`src/rtl/debug_cmd_unit.sv`:
```
// Debug command sequencer: waits for a UART sync preamble, then runs, single-steps,
// stops or resets the processor on command bytes, counting enabled cycles.
module debug_cmd_unit #(
  parameter int                     WORD_LENGTH = 8,
  parameter int                     SYNC_LEN    = 2,
  parameter logic [WORD_LENGTH-1:0] SYNC_BYTE   = 8'hFF,
  parameter int                     CC_LENGTH   = 11,
  parameter logic [WORD_LENGTH-1:0] CMD_RUN     = 8'h01,
  parameter logic [WORD_LENGTH-1:0] CMD_STEP    = 8'h02,
  parameter logic [WORD_LENGTH-1:0] CMD_STOP    = 8'h03,
  parameter logic [WORD_LENGTH-1:0] CMD_RESET   = 8'h04
) (
  input  logic                   i_clock,
  input  logic                   i_reset,
  input  logic                   i_rx_done,
  input  logic [WORD_LENGTH-1:0] i_data_rx,
  input  logic                   i_halt,
  output logic                   o_soft_reset,
  output logic                   o_enable,
  output logic [CC_LENGTH-1:0]   o_cycle_count,
  output logic [2:0]             o_state,
  output logic                   o_cmd_error
);

  typedef enum logic [2:0] {
    IDLE   = 3'd0,
    READY  = 3'd1,
    RUN    = 3'd2,
    STEP   = 3'd3,
    HALTED = 3'd4
  } state_t;

  localparam int                  SYNC_W    = $clog2(SYNC_LEN + 1);
  localparam logic [SYNC_W-1:0]   SYNC_LAST = SYNC_W'(SYNC_LEN - 1);
  localparam logic [CC_LENGTH-1:0] CC_MAX   = '1;

  state_t            state;
  state_t            state_nxt;
  logic              rx_q;
  logic              byte_evt;
  logic              is_reset_cmd;
  logic              err_nxt;
  logic              enable_nxt;
  logic [SYNC_W-1:0] sync_cnt;
  logic [SYNC_W-1:0] sync_nxt;

  // A byte is delivered on the falling edge of rx_done; rx_q is cleared by reset,
  // so a falling edge coincident with reset release cannot register as an event.
  assign byte_evt     = rx_q & ~i_rx_done;
  assign is_reset_cmd = byte_evt && (i_data_rx == CMD_RESET);

  always_comb begin
    state_nxt = state;
    err_nxt   = 1'b0;
    sync_nxt  = '0;
    case (state)
      IDLE: begin
        sync_nxt = sync_cnt;
        if (byte_evt) begin
          if (i_data_rx != SYNC_BYTE) begin
            sync_nxt = '0;
          end else if (sync_cnt == SYNC_LAST) begin
            state_nxt = READY;
            sync_nxt  = '0;
          end else begin
            sync_nxt = sync_cnt + 1'b1;
          end
        end
      end
      READY: begin
        if (byte_evt) begin
          if (i_data_rx == CMD_RUN)         state_nxt = RUN;
          else if (i_data_rx == CMD_STEP)   state_nxt = STEP;
          else if (i_data_rx == CMD_RESET)  state_nxt = IDLE;
          else if (i_data_rx != CMD_STOP)   err_nxt   = 1'b1;
        end
      end
      RUN: begin
        // Reset command outranks halt, which outranks every other command.
        if (is_reset_cmd) begin
          state_nxt = IDLE;
        end else if (i_halt) begin
          state_nxt = HALTED;
        end else if (byte_evt) begin
          if (i_data_rx == CMD_STOP) state_nxt = READY;
          else if (i_data_rx != CMD_RUN && i_data_rx != CMD_STEP) err_nxt = 1'b1;
        end
      end
      STEP: begin
        if (is_reset_cmd)  state_nxt = IDLE;
        else if (i_halt)   state_nxt = HALTED;
        else               state_nxt = READY;
      end
      HALTED: begin
        if (is_reset_cmd)  state_nxt = IDLE;
        else if (byte_evt) err_nxt   = 1'b1;
      end
      default: state_nxt = IDLE;
    endcase
  end

  assign enable_nxt = (state_nxt == RUN) || (state_nxt == STEP);
  assign o_state    = state;

  always_ff @(posedge i_clock or negedge i_reset) begin
    if (!i_reset) begin
      state         <= IDLE;
      rx_q          <= 1'b0;
      sync_cnt      <= '0;
      o_soft_reset  <= 1'b0;
      o_enable      <= 1'b0;
      o_cycle_count <= '0;
      o_cmd_error   <= 1'b0;
    end else begin
      state        <= state_nxt;
      rx_q         <= i_rx_done;
      sync_cnt     <= sync_nxt;
      o_soft_reset <= (state_nxt != IDLE);
      o_enable     <= enable_nxt;
      o_cmd_error  <= err_nxt;
      // Count tracks the enable being registered on this edge, so it already
      // includes the current enabled cycle; saturate rather than wrap.
      if (state_nxt == IDLE)
        o_cycle_count <= '0;
      else if (enable_nxt && o_cycle_count != CC_MAX)
        o_cycle_count <= o_cycle_count + 1'b1;
    end
  end

endmodule

```
`config.mk`:
```
export PLATFORM = sky130hd
export DESIGN_NAME = debug_cmd_unit
export DESIGN_NICKNAME = d
export VERILOG_FILES = /design/src/rtl/debug_cmd_unit.sv
export SDC_FILE = /design/constraint.sdc
export NUM_CORES = 1
export LEC_CHECK = 0
export ABC_AREA = 1
export CAP_MARGIN = 10
export CORE_MARGIN = 2
export CORE_UTILIZATION = 50
export CTS_CLUSTER_SIZE = 25
export DETAILED_ROUTE_END_ITERATION = 10
export PLACE_DENSITY = 0.87
export SYNTH_ARGS = -nofsm -noshare
export SYNTH_HDL_FRONTEND = slang
export SYNTH_SLANG_ARGS = --single-unit
```
`constraint.sdc`:
```
create_clock -name i_clock -period 1.55 [get_ports i_clock]
set_input_delay 0.3875 -clock i_clock [delete_from_list [all_inputs] [get_ports i_clock]]
set_output_delay 0.3875 -clock i_clock [all_outputs]
set_load 0.03 [all_outputs]
```
After elaboration in Yosys (flattened, before gate mapping)
Index checks and enable logic that the tools add are counted.
{ "word_totals": {"inputBits": 12, "output_inout_bits": 17, "word_cells": 70, "register_bits": 20} }
{ "classes": {"addsub": 2, "bitwise": 2, "reduce_logical": 8, "muxes": 34, "eq_ne": 17} }
{ "ops": {"columns": ["cell", "n"], "rows": [
  ["2-to-1 mux 3 bit", 14],
  ["2-to-1 mux 11 bit", 2],
  ["equality test 8 x 2 -> 1 bit (second input constant)", 2],
  ["!= test 8 x 2 -> 1 bit (second input constant)", 2],
  ["case mux 3 bit (5 select lines)", 1],
  ["equality test 3 x 2 -> 1 bit (second input constant)", 4],
  ["2-to-1 mux 1 bit", 12],
  ["adder 11 x 1 -> 11 bit (second input constant)", 1],
  ["!= test 11 bit (second input constant)", 1],
  ["equality test 8 x 1 -> 1 bit (second input constant)", 1],
  ["equality test 8 x 3 -> 1 bit (second input constant)", 1],
  ["2-to-1 mux 2 bit", 4],
  ["!= test 8 x 1 -> 1 bit (second input constant)", 1],
  ["!= test 8 bit (second input constant)", 1],
  ["zero test 3 bit", 2],
  ["equality test 3 x 1 -> 1 bit (second input constant)", 1],
  ["equality test 3 bit (second input constant)", 1],
  ["logical AND 1 bit", 3],
  ["case mux 1 bit (3 select lines)", 1],
  ["nonzero test 3 bit", 1],
  ["adder 2 x 1 -> 2 bit (second input constant)", 1],
  ["equality test 2 x 1 -> 1 bit (second input constant)", 1],
  ["!= test 2 bit (second input constant)", 1],
  ["nonzero test 2 bit", 1],
  ["3 further kinds", 3]
]} }

Depth between registers and ports, before layout
{ "depth": {"word_depth": 11, "depth_mapped": 13} }

Least setup slack after synthesis
No wires, ideal clock.
{ "synth_timing": {"path_kind": "reg2reg", "startpoint": "register state[0] (netlist: o_state[0])", "endpoint": "register o_cycle_count[10]", "t_arrival_ns": 1.491, "required_time_ns": 1.431, "slack_ns": -0.060, "path_stages_with_launch": 10, "synth_period_minus_slack_ns": 1.610, "setup_ns": 0.119, "path_buffers": 0, "path_cell_list": "dfrtp_1 > inv_1 > nand2_1 > nor2_1 > nand3_1 > nor2_1 > a21oi_1 > nand3_2 > nand3_1 > nand2_1"} }
{ "synth_between": {"elab_chain_cells": 9} }
{ "synth_rtl": {"columns": ["element", "line", "source"], "rows": [
  ["start: declaration", "37", "state_t state;"],
  ["start signal: assignment", "115", "state <= state_nxt;"],
  ["2-to-1 mux 3 bit, on equally long branches", "85, 74", null],
  ["2-to-1 mux 3 bit, on equally long branches", "84, 73", null],
  ["2-to-1 mux 3 bit, on equally long branches", "82, 72", null],
  ["2-to-1 mux 3 bit, on equally long branches", "80, 71", null],
  ["case mux 3 bit (5 select lines) (*)", "56", "case (state)"],
  ["equality test 3 x 2 -> 1 bit", "102", "assign enable_nxt = (state_nxt == RUN) || (state_nxt == STEP);"],
  ["logical OR 1 bit", "102", null],
  ["logical AND 1 bit", "125", "else if (enable_nxt && o_cycle_count != CC_MAX)"],
  ["nonzero test 2 bit (no source line)", null, null],
  ["end signal: assignment", "126", "o_cycle_count <= o_cycle_count + 1'b1;"],
  ["end: declaration", "20", "output logic [CC_LENGTH-1:0] o_cycle_count,"]
]} }
Mark *: on every way between the ends. The rest lies on a longest branch, timed or not.
A chain may end at the register's enable or synchronous reset.

Final worst setup path
{ "layout_timing": {"startpoint": "input port i_data_rx[2]", "endpoint": "register o_cycle_count[8]"} }
{ "layout_between": {"elab_chain_cells": 10} }
{ "layout_rtl": {"columns": ["element", "line", "source"], "rows": [
  ["start: declaration", "16", "input logic [WORD_LENGTH-1:0] i_data_rx,"],
  ["equality test 8 x 2 -> 1 bit / equality test 8 x 3 -> 1 bit (equally long branches)", "85, 50, 74", null],
  ["2-to-1 mux 3 bit, on equally long branches", "85, 74", null],
  ["2-to-1 mux 3 bit, on equally long branches", "84, 73", null],
  ["2-to-1 mux 3 bit, on equally long branches", "82, 72", null],
  ["2-to-1 mux 3 bit, on equally long branches", "80, 71", null],
  ["case mux 3 bit (5 select lines) (*)", "56", null],
  ["named net state_nxt[1]", "38", "state_t state_nxt;"],
  ["equality test 3 x 2 -> 1 bit", "102", null],
  ["logical OR 1 bit", "102", null],
  ["logical AND 1 bit", "125", null],
  ["nonzero test 2 bit (no source line)", null, null]
]} }
Mark *: on every way through the listed nets, which the timed path passes. The rest lies on a longest branch.

==> qor.yml <==
insertedDiodeCount: 0
syn_to_final_growth_pct: 51.0
place_hpwl_um: 2370
status: "complete, but fails checks"
first_iter_violations: 37
synth_nets: 188
worst_r2r_path_depth: 11
number_of_flops_mapped_to_enable_cells_by_yosys: 0
route.detailed.drc: 0
worst_reg2reg_path_endpoint: "o_cycle_count[10]"
tritoncts: "yes"
busiest_layer: "met2"
timing.clock.skew_ns: 0.0108
power.static_leakage_nw: 0.969
gp_congestion: 0.823
routed_via_density: 5.62
numClockSinks: 20
slew_violations: 0
cap_viol_max_count: 0
p_per_area_mw_per_mm2: 483
critPathRequiredTime_ns: 1.78
timing.final.hold_violations: 0
yosysMostFrequentCell: "nand2_1"
crit_path_top_delay_cell: "dlygate4sd2_1"
mapped_cell_area_mm2: 0.00129
dieHeight_um: 54.8
ys_seq_elements: 20
maximum_clock_insertion_buffer_count: 2
postCtsHoldBufs: 0
reg2reg_setup_slack_ns: -0.15
report.power.total_mw: 0.940
clock_transition_at_the_registers_of_the_reported_paths_ns: 0.13
clk_latency_ns: 0.32
worst-setup-path-type: "in -> reg"
synth_cell_type_count: 27
synth_top_area_cell: "dfrtp_1"
synth_top_area_share_pct: 38.8
ctsRootBufferMaster: "clkbuf_4"
crit_path_cell_trace: "dlygate4sd2_1 -> nor2_2 -> inv_1 -> nor2_1 -> nand2_1 -> nand2_2 -> nand2_4 -> nand2_8 -> buf_4 -> nand2_4 -> nor2_2 -> nand2_1 -> nand2_1 -> nor2_1"
worst_path_dominant_cell_family: "simple AND/OR/NAND/NOR gates"
vdd_ir_drop_max_mv: 0.699
path_depth: 14
fp.coreArea_mm2: 0.00245
postSynthCellCount: 175
slew-limit-headroom_pct: 76.8
finalInstanceArea_mm2: 0.00195
async_reset_ff_share_pct: 100
routed_wire_length_per_instance_um: 16.6
tritoncts.num_buffers: 3
grt_use_met1_pct: 29.0
start_util_pct: 52.5
finalCritPeriodShare_pct: 111
ios: 29
r2r_start: "rx_q"
cp_data_arrival_time_ns: 1.95
synth.avg_cell_area_um2: 7.37
worstSetupStartpointType: "input pin"
dpl_cell_area_mm2: 0.00172
port_buffers: 28
share_of_final_layout_standard_cells_stronger_than_drive_strength_1_pct: 38.7
gr-total-overflow: 0
critical_path.endpoint_type: "register"
post-place-ws_ns: -0.626
hold-worst-slack_ns: 0.388
synth_commonest_cells: "42 x nand2_1, 32 x nor2_1, 20 x dfrtp_1, 20 x inv_1, 16 x nand3_1"
hold_class: "in -> async"
grt_start_max_net_pins: 21
ys.warnings.count: 0
violated_checks: "setup timing"
drtPass1Iterations: 4
ys_dominant_reg_cell: "dfrtp_1"
cp_slowest_stage_delay_ns: 0.27
rows: 18
number_of_global_route_vias_before_repair: 1408
grt_setup_unrepaired: "yes"
utilization_pct: 79.4
gr_met3_demand_resource_pct: 4.37
leading_post_synthesis_cells_by_cell_area: "dfrtp_1 39%, nand2_1 12%, nor2_1 9.3%"
grt_pass1_wl_um: 5910
global_route_usage_over_all_layers_pct: 28.1
crit_top_cell: "nand2_1"
met2_demand_to_capacity_share_in_global_routing_pct: 52.4
worst-path-buf-inv: 3
final_setup_violations: 12
vias: 1462
path_max_fanout: 5
postRouteAntennaNets: 0
timing.fmax_mhz: 582
cts-htree-levels: 1
seq_area_frac_synth_pct: 38.8
floorplan.die.width_um: 54.8
fin_ws_ns: -0.168
period_minus_slack_ns: 1.72
fp.dieArea_mm2: 0.00300
routed_wl_um: 4330
number_of_antenna_violations_at_the_first_check_in_global_routing: 0
nets: 244
timing_worst_slew_pin_value_ns: 0.349
## worst max path at each step
stage	from	to	slack (ns)
2_1_floorplan	o_cycle_count[4]	o_cycle_count[8]	0.05
3_3_place_gp	i_data_rx[5]	o_cycle_count[7]	-0.51
3_5_place_dp	i_data_rx[3]	o_cycle_count[3]	-0.63
4_1_cts	o_state[2]	o_cycle_count[3]	-0.03
5_1_grt	rx_q	o_cycle_count[2]	-0.23
6_report	i_data_rx[2]	o_cycle_count[8]	-0.17
## power breakdown
group	total (mW)	leakage (nW)	switching, mW	internal (mW)
registers	0.530	0.264	0.00410	0.526
logic	0.0886	0.685	0.0510	0.0375
clock network	0.322	0.0210	0.178	0.144
total	0.940	0.969	0.233	0.707
## layout by cell type, fill, tap and decap left out, types with 3 or more instances in the layout
cell	n
dlygate4sd2_1	14
buf_6	5
dfrtp_2	7
nor2_4	6
buf_4	17
nor2_2	9
nand3_1	9
inv_2	5
clkdlybuf4s15_1	8
nand2_2	5
nand2_1	38
clkbuf_4	3
inv_1	18
o21bai_2	4
nor2_1	26
nand2_4	3
dfrtp_1	13
nand3_2	8
clkbuf_2	4
## stage by stage
step	setup TNS [ns]	instances
after floorplan	0	175
after global placement	-6.71	247
after detailed placement	-8.02	247
after CTS	-0.120	256
after global routing	-2.48	260
final	-1.55	260
## per-layer routing
metal,part of all wire (%),vias to the layer above
met5,0,-
met4,3.4,0
met3,4.1,17
met2,54,58
met1,39,718
li1,-,669
## layout make-up
type,instances,area (um2)
flip-flops and latches,20,509
clock buffers,4,36.3
multi-input cells,132,846
fillers,152,507
repair buffers,50,427
inverters,24,92.6
well taps,30,37.5
## kinds of logic (layout without fill, tap and decap cells)
| logic type | count (synthesis) | after routing | synth area share, % |
|---|---|---|---|
| compound gates | 13 | 13 | 7.95 |
| xor+xnor | 1 | 1 | 0.679 |
| fa+ha+maj | 1 | 1 | 0.970 |
| buf+inv | 25 | 78 | 7.86 |
| flops | 20 | 20 | 38.8 |
| simple gates | 115 | 117 | 43.7 |
## sequential cells by signal (all words and copies together), names as in the netlist
signal and count:
o_state 3, rx_q 1, o_enable 1, sync_cnt 2
o_cycle_count 11, o_soft_reset 1, o_cmd_error 1
## timing repair
item / in CTS / in global routing
setup buffers: 3 / 4
endpoints found under the setup margin: 29 / 23
resized for setup: 49 / 30
pin swaps: 8 / 14
hold endpoints to repair: 0 / 0
gates cloned: 2 / 0
No activity file was read; power rests on OpenSTA's default activity.
